<file path="src/rtl/flag_register.sv">
// Architectural N/Z/V flag state plus sticky halt for the 16-bit core.
// Define FLAG_BYPASS_EN to expose the combinational next-state flags as flags_next.
module flag_register #(
    parameter int WIDTH    = 16,
    parameter int OPCODE_W = 4
) (
    input  logic                clk,
    input  logic                rst_n,
    input  logic                instr_valid,
    input  logic                stall,
    input  logic [OPCODE_W-1:0] opcode,
    input  logic [WIDTH-1:0]    alu_a,
    input  logic [WIDTH-1:0]    alu_b,
    input  logic [WIDTH-1:0]    alu_result,
    output logic [2:0]          flags,
    output logic                halted
`ifdef FLAG_BYPASS_EN
    ,
    output logic [2:0]          flags_next
`endif
);

    localparam logic [OPCODE_W-1:0] OP_ADD = OPCODE_W'(4'h0);
    localparam logic [OPCODE_W-1:0] OP_SUB = OPCODE_W'(4'h1);
    localparam logic [OPCODE_W-1:0] OP_XOR = OPCODE_W'(4'h2);
    localparam logic [OPCODE_W-1:0] OP_SLL = OPCODE_W'(4'h4);
    localparam logic [OPCODE_W-1:0] OP_SRA = OPCODE_W'(4'h5);
    localparam logic [OPCODE_W-1:0] OP_ROR = OPCODE_W'(4'h6);
    localparam logic [OPCODE_W-1:0] OP_HLT = OPCODE_W'(4'hF);

    // Bit positions inside the {N, Z, V} vector.
    localparam int N_BIT = 2;
    localparam int Z_BIT = 1;
    localparam int V_BIT = 0;

    logic [2:0]       flags_q, flags_d;
    logic             halted_q, halted_d;
    logic             upd;
    logic [WIDTH-1:0] raw_sum;
    logic [WIDTH-1:0] raw_diff;
    logic             a_msb, b_msb;
    logic             n_res, z_res;
    logic             v_add, v_sub;

    // Overflow comes from the unsaturated arithmetic, so recompute it here
    // rather than trusting alu_result, which has already been clamped.
    always_comb begin
        raw_sum  = alu_a + alu_b;
        raw_diff = alu_a - alu_b;
        a_msb    = alu_a[WIDTH-1];
        b_msb    = alu_b[WIDTH-1];
        v_add    = (a_msb == b_msb) & (raw_sum[WIDTH-1] != a_msb);
        v_sub    = (a_msb != b_msb) & (raw_diff[WIDTH-1] != a_msb);
        n_res    = alu_result[WIDTH-1];
        z_res    = (alu_result == '0);
    end

    // NOTE: every always_comb output is given a hold default before the case,
    // so no path leaves it unassigned and no latch is inferred.
    always_comb begin
        upd      = instr_valid & ~stall & ~halted_q;
        flags_d  = flags_q;
        halted_d = halted_q;
        if (upd) begin
            case (opcode)
                OP_ADD: flags_d = {n_res, z_res, v_add};
                OP_SUB: flags_d = {n_res, z_res, v_sub};
                OP_XOR, OP_SLL, OP_SRA, OP_ROR: flags_d[Z_BIT] = z_res;
                OP_HLT: halted_d = 1'b1;
                default: ;
            endcase
        end
    end

    // NOTE: state flops use non-blocking assignments so every register
    // samples its pre-edge value regardless of block evaluation order.
    always_ff @(posedge clk or negedge rst_n) begin
        if (!rst_n) begin
            flags_q  <= 3'b000;
            halted_q <= 1'b0;
        end else begin
            flags_q  <= flags_d;
            halted_q <= halted_d;
        end
    end

    assign flags  = flags_q;
    assign halted = halted_q;

`ifdef FLAG_BYPASS_EN
    assign flags_next = flags_d;
`endif

    // N_BIT and V_BIT document the layout; referenced here to keep them live.
    logic unused_layout;
    assign unused_layout = (N_BIT == 2) & (V_BIT == 0);

endmodule

</file>
<file path="config.mk">
export PLATFORM = sky130hd
export DESIGN_NAME = flag_register
export DESIGN_NICKNAME = d
export VERILOG_FILES = /design/src/rtl/flag_register.sv
export SDC_FILE = /design/constraint.sdc
export NUM_CORES = 1
export LEC_CHECK = 0
export BUFFER_PORTS_ARGS = -buffer_cell sky130_fd_sc_hd__buf_2
export CAP_MARGIN = 20
export CORE_MARGIN = 3
export CORE_UTILIZATION = 38
export CTS_CLUSTER_DIAMETER = 40
export CTS_CLUSTER_SIZE = 28
export DETAILED_ROUTE_END_ITERATION = 7
export GPL_TIMING_DRIVEN = 0
export PLACE_DENSITY = 0.81
export SLEW_MARGIN = 0
export SYNTH_ARGS = -nofsm -noshare
export SYNTH_HDL_FRONTEND = slang
export SYNTH_SLANG_ARGS = --single-unit
</file>
<file path="constraint.sdc">
create_clock -name clk -period 2.05 [get_ports clk]
set_input_delay 0.41 -clock clk [delete_from_list [all_inputs] [get_ports clk]]
set_output_delay 0.41 -clock clk [all_outputs]
set_load 0.05 [all_outputs]
</file>
==> results of run 1 <==
-- layout make-up --
type | count | area [um2]
Clock buffer | 4 | 26.3
Fill cell | 205 | 968
Inverter | 21 | 78.8
Multi-Input combinational cell | 91 | 761
Sequential cell | 4 | 101
Tap cell | 28 | 35.0
Timing Repair Buffer | 60 | 305
-- synthesized netlist by cell type (all sizes together) (2+ instances only) --
master and count:
ha 28, inv 21, a21oi 15, nand2 6, nor4 6, dfrtp 4, o21ai 4, nand4 3
nor2 3, nor2b 3, a221oi 2, and4bb 2, o21bai 2, o31ai 2, or4 2
-- state kept, by name (all words and copies together), names as in the netlist --
name    cells
halted      1
flags       3
-- kinds of logic after synthesis --
logic type / count (synthesis) / share of synthesized area
compound gates: 29 / 0.191
fa+ha+maj: 28 / 0.374
buf+inv: 21 / 0.0842
flops: 4 / 0.107
mux: 2 / 0.0227
simple gates: 32 / 0.221
-- per-layer routing --
layer,track usage,vias to the layer above,wire (um)
li1,-,549,-
met1,0.164,480,914
met2,0.291,29,1360
met3,0.0255,4,112
met4,0.0694,0,27
met5,0,-,0
-- timing repair --
action / CTS / global route
resized for setup: 0 / 1
endpoints found under the hold margin: 4 / 0
setup endpoints to repair: 0 / 1
hold buffers: 1 / 0
-- power by group --
| part | internal, mW | switching [mW] | leakage (nW) |
|---|---|---|---|
| combinational | 0.111 | 0.151 | 0.681 |
| sequential | 0.0936 | 0.00836 | 0.0499 |
| clock | 0.0730 | 0.0322 | 0.0150 |
-- per-stage QoR --
step | TNS, ps | total power [mW] | cell area, um2 | utilization | setup WS (ps)
CTS | 0 | 0.470 | 1300 | 0.573 | 2.37
finish | -14.7 | 0.469 | 1310 | 0.574 | -14.7
global placement | -145 | 0.349 | 1270 | 0.557 | -145
floorplan | -45.3 | 0.257 | 937 | - | -45.3
detailed placement | -151 | 0.362 | 1270 | 0.557 | -151
global route | -69.3 | 0.511 | 1310 | 0.574 | -69.3
-- worst max-delay path by stage --
stage,start,slack (ps),endpoint
after floorplan,halted,-50,flags[0]
after global placement,opcode[3],-140,flags[0]
after detailed placement,opcode[3],-150,flags[0]
after CTS,halted,2,flags[0]
after global routing,halted,-70,flags[0]
final,halted,-10,flags[0]
==> results_dict.tcl, run 1 <==
set metrics [dict create \
    vdd.ir_drop.worst_mv 0.299 \
    wl_per_cell_um 11.6 \
    finalSetupViolCount 1 \
    synth_warnings 0 \
    synthFlopType "dfrtp_1" \
    syn-cell-area_um2 936 \
    vias 1062 \
    port-buffer-count 59 \
    ys_top_cells_by_area "ha_1, dfrtp_1, inv_1" \
    hold_depth 2 \
    critPathLaunchType "flip-flop" \
    path_delay_family "simple AND/OR/NAND/NOR gates" \
    fin_ws_ps -14.7 \
    drt_iter0_markers 16 \
    synth_top_cell_by_area "ha_1" \
    r2r_cells 5 \
    worst_skew_pair.late_latency_ps 240 \
    min_path_type "in -> reg" \
    cts_sinks 4 \
    synth_top_cell_area_share 0.374 \
    grt_pass1_wl_um 4060 \
    rrSetupSlack_ps -10 \
    layout.cells.non_filler 208 \
    die_area_um2 3090 \
    drv_slew 0 \
    tightest_slew_ps 544 \
    status "finished with violations" \
    crit_chain "or4b_4 > or3_4 > or4_1 > a21oi_1 > nand3b_1" \
    grt.total_usage 0.154 \
    slowest_delay_ps 500 \
    ioPinCount 60 \
    drc 0 \
    antenna_left 0 \
    htreeDepth 1 \
    cts_buffer_depth 2 \
    diodes 0 \
    path_depth 5 \
    r2r-end "flags[0]" \
    drv_cap 0 \
    clock-root-buffer "clkbuf_4" \
    violations "negative setup slack" \
    start_util 0.411 \
    ys_types 28 \
    yosysSeqAreaShare 0.107 \
    hold_violations 0 \
    slew_headroom 0.633 \
    fin_crit_ps 2060 \
    fin_skew_ps 6.71 \
    async_flop_share 1.00 \
    end_kind "flip-flop" \
    rsz0062_at_grt "yes" \
    post-cts-setup-buffer-count 0 \
    critical_path_class "reg -> reg" \
    reg2reg_from "halted" \
    critPathBufInv 0 \
    power.leakage_nw 0.746 \
    fin_nets 265 \
    synth_edf_count 0 \
    grt_pass1_vias 1068 \
    power.density_nw_per_um2 359 \
    grt_overflow 0 \
    final_common_cell "buf_2" \
    syn_to_final_growth_pct 39.7 \
    dp_hpwl_um 2160 \
    most-common-layout-cells "buf_2, ha_1, inv_1" \
    ys_seq_elements 4 \
    synthesis.nets 200 \
    wl_um 2410 \
    die_w_um 55.6 \
    grt_antenna_before_repair 0 \
    worstPathArrival_ps 2230 \
    fp.dieH_um 55.6 \
    cts_buffers 3 \
    cts_tree "yes" \
    dp_cells 203 \
    grt_max_degree 7 \
    required_ps 2220 \
    core_um2 2280 \
    clkTransAtPathRegs_ps 40 \
    synth.avg_cell_area_um2 8.07 \
    synth_cells 116 \
    holdPathEnd "flags[2]" \
    crit_fanout 6 \
    finalCritPeriodShare 1.01 \
    finalWeightedCongestion 0.816 \
    via_per_inst 5.11 \
    whs_ps 431 \
    rows 17 \
    slowest_stage "or4b_4" \
    fmax_mhz 484 \
    drive_gt1_frac 0.389 \
    min-delay-start "alu_result[15]" \
    drt_pass1_iterations 2 \
]
(Power assumes the default switching activity.)
==> run 2: changes to the inputs <==
--- a/config.mk
+++ b/config.mk
@@ -14,6 +14,7 @@
 export DETAILED_ROUTE_END_ITERATION = 7
 export GPL_TIMING_DRIVEN = 0
 export PLACE_DENSITY = 0.81
+export SKIP_CTS_REPAIR_TIMING = 1
 export SLEW_MARGIN = 0
 export SYNTH_ARGS = -nofsm -noshare
 export SYNTH_HDL_FRONTEND = slang
==> results_dict.tcl, run 2 (synthesis results as in run 1) <==
set metrics [dict create \
    status "finished with violations" \
    violations "negative setup slack" \
    grt_max_degree 7 \
    end_kind "flip-flop" \
    intPower_mw 0.277 \
    pwr-share-clk 0.224 \
    place_ws_ps -151 \
    pwr-share-comb 0.558 \
    drt_iter0_markers 17 \
    fin_nets 265 \
    rows 17 \
    required_ps 2220 \
    grt_pass1_wl_um 4020 \
    min_path_type "in -> reg" \
    swShare 0.409 \
    htreeDepth 1 \
    final_common_cell "buf_2" \
    clock-root-buffer "clkbuf_4" \
    worst_skew_pair.late_latency_ps 240 \
    grt_antenna_before_repair 0 \
    crit_fanout 6 \
    critical_path_class "reg -> reg" \
    finalSetupViolCount 1 \
    hold_violations 0 \
    clkTransAtPathRegs_ps 40 \
    fin_ws_ps -15.2 \
    die_area_um2 3090 \
    antenna_left 0 \
    power.leakage_nw 0.746 \
    drt_pass1_iterations 2 \
    via_per_inst 5.11 \
    drive_gt1_frac 0.389 \
    finalCritPeriodShare 1.01 \
    nFillCells 205 \
    vias 1062 \
    finalWeightedCongestion 0.816 \
    start_util 0.411 \
    cts_sinks 4 \
    switchingPower_mw 0.192 \
    cts_buffer_depth 2 \
    setup_tns_ps -15.2 \
    die_w_um 55.6 \
    rsz0062_at_grt "yes" \
    drv_slew 0 \
    ioPinCount 60 \
    tightest_slew_ps 546 \
    diodes 0 \
    cts_tree "yes" \
    drv_cap 0 \
    largest_reg_flops 3 \
    core_um2 2280 \
    fp.dieH_um 55.6 \
    most-common-layout-cells "buf_2, ha_1, inv_1" \
    worstPathArrival_ps 2230 \
    wl_um 2420 \
    fin_skew_ps 6.71 \
    power.density_nw_per_um2 359 \
    critPathLaunchType "flip-flop" \
    grt_pass1_vias 1060 \
    cts_buffers 3 \
    wl_per_cell_um 11.6 \
    slew_headroom 0.631 \
    drc 0 \
    dp_hpwl_um 2160 \
    fmax_mhz 484 \
    grt.total_usage 0.152 \
    grt_overflow 0 \
    syn_to_final_growth_pct 39.7 \
    port-buffer-count 59 \
    power_frac_seq 0.217 \
    vdd.ir_drop.worst_mv 0.299 \
    fin_crit_ps 2070 \
]
run 2: cell counts in the layout (fill, tap and decap cells not counted):
Identical to the previous run, type by type.
run 2: metal layers:
layer,up-vias,wire [um],track usage
met1,484,919,0.164
met2,27,1380,0.291
met5,-,0,0
met3,2,109,0.0232
li1,549,-,-
met4,0,13,0.0625
run 2: final timing paths:
kind,from,end,slack (ps),cells past startpoint
setup / recovery,halted,flags[0],-20,5
max in group asynchronous,rst_n,halted,1420,2
setup reg to reg,halted,flags[0],-20,5
hold reg to reg,flags[2],flags[2],500,1
min in group asynchronous,rst_n,flags[0],500,2
hold / removal,alu_result[15],flags[2],430,2
run 2: area by class of cell:
type | instances | area [um2] | area share
clock buffer | 4 | 26.3 | 0.0201
inverter | 21 | 78.8 | 0.0603
multi-input combinational | 91 | 761 | 0.582
sequential | 4 | 101 | 0.0775
tap | 28 | 35.0 | 0.0268
timing repair buffer | 60 | 305 | 0.233
run 2: worst max-delay path, stage by stage (launching register included):
cell	delay, ps
dfrtp_2	410
or4b_4	500
or3_4	380
or4_1	480
a21oi_1	120
nand3b_1	120
run 2: power by group through the flow:
| stage | logic, mW | clock network (mW) | registers [mW] |
|---|---|---|---|
| after floorplan | 0.108 | 0 | 0.149 |
| after global placement | 0.248 | 0 | 0.101 |
| after detailed placement | 0.260 | 0 | 0.102 |
| after CTS | 0.261 | 0.107 | 0.101 |
| after global routing | 0.296 | 0.112 | 0.103 |
| final | 0.262 | 0.105 | 0.102 |
run 2: through the flow:
stage / cells / power, mW / hold WS, ps / area (um2) / util
global placement: 203 / 0.349 / 217 / 1270 / 0.557
detailed placement: 203 / 0.362 / 216 / 1270 / 0.557
floorplan: 116 / 0.257 / 114 / 937 / -
finish: 208 / 0.469 / 431 / 1310 / 0.574
CTS: 207 / 0.469 / -32.6 / 1290 / 0.568
global route: 208 / 0.511 / 446 / 1310 / 0.574
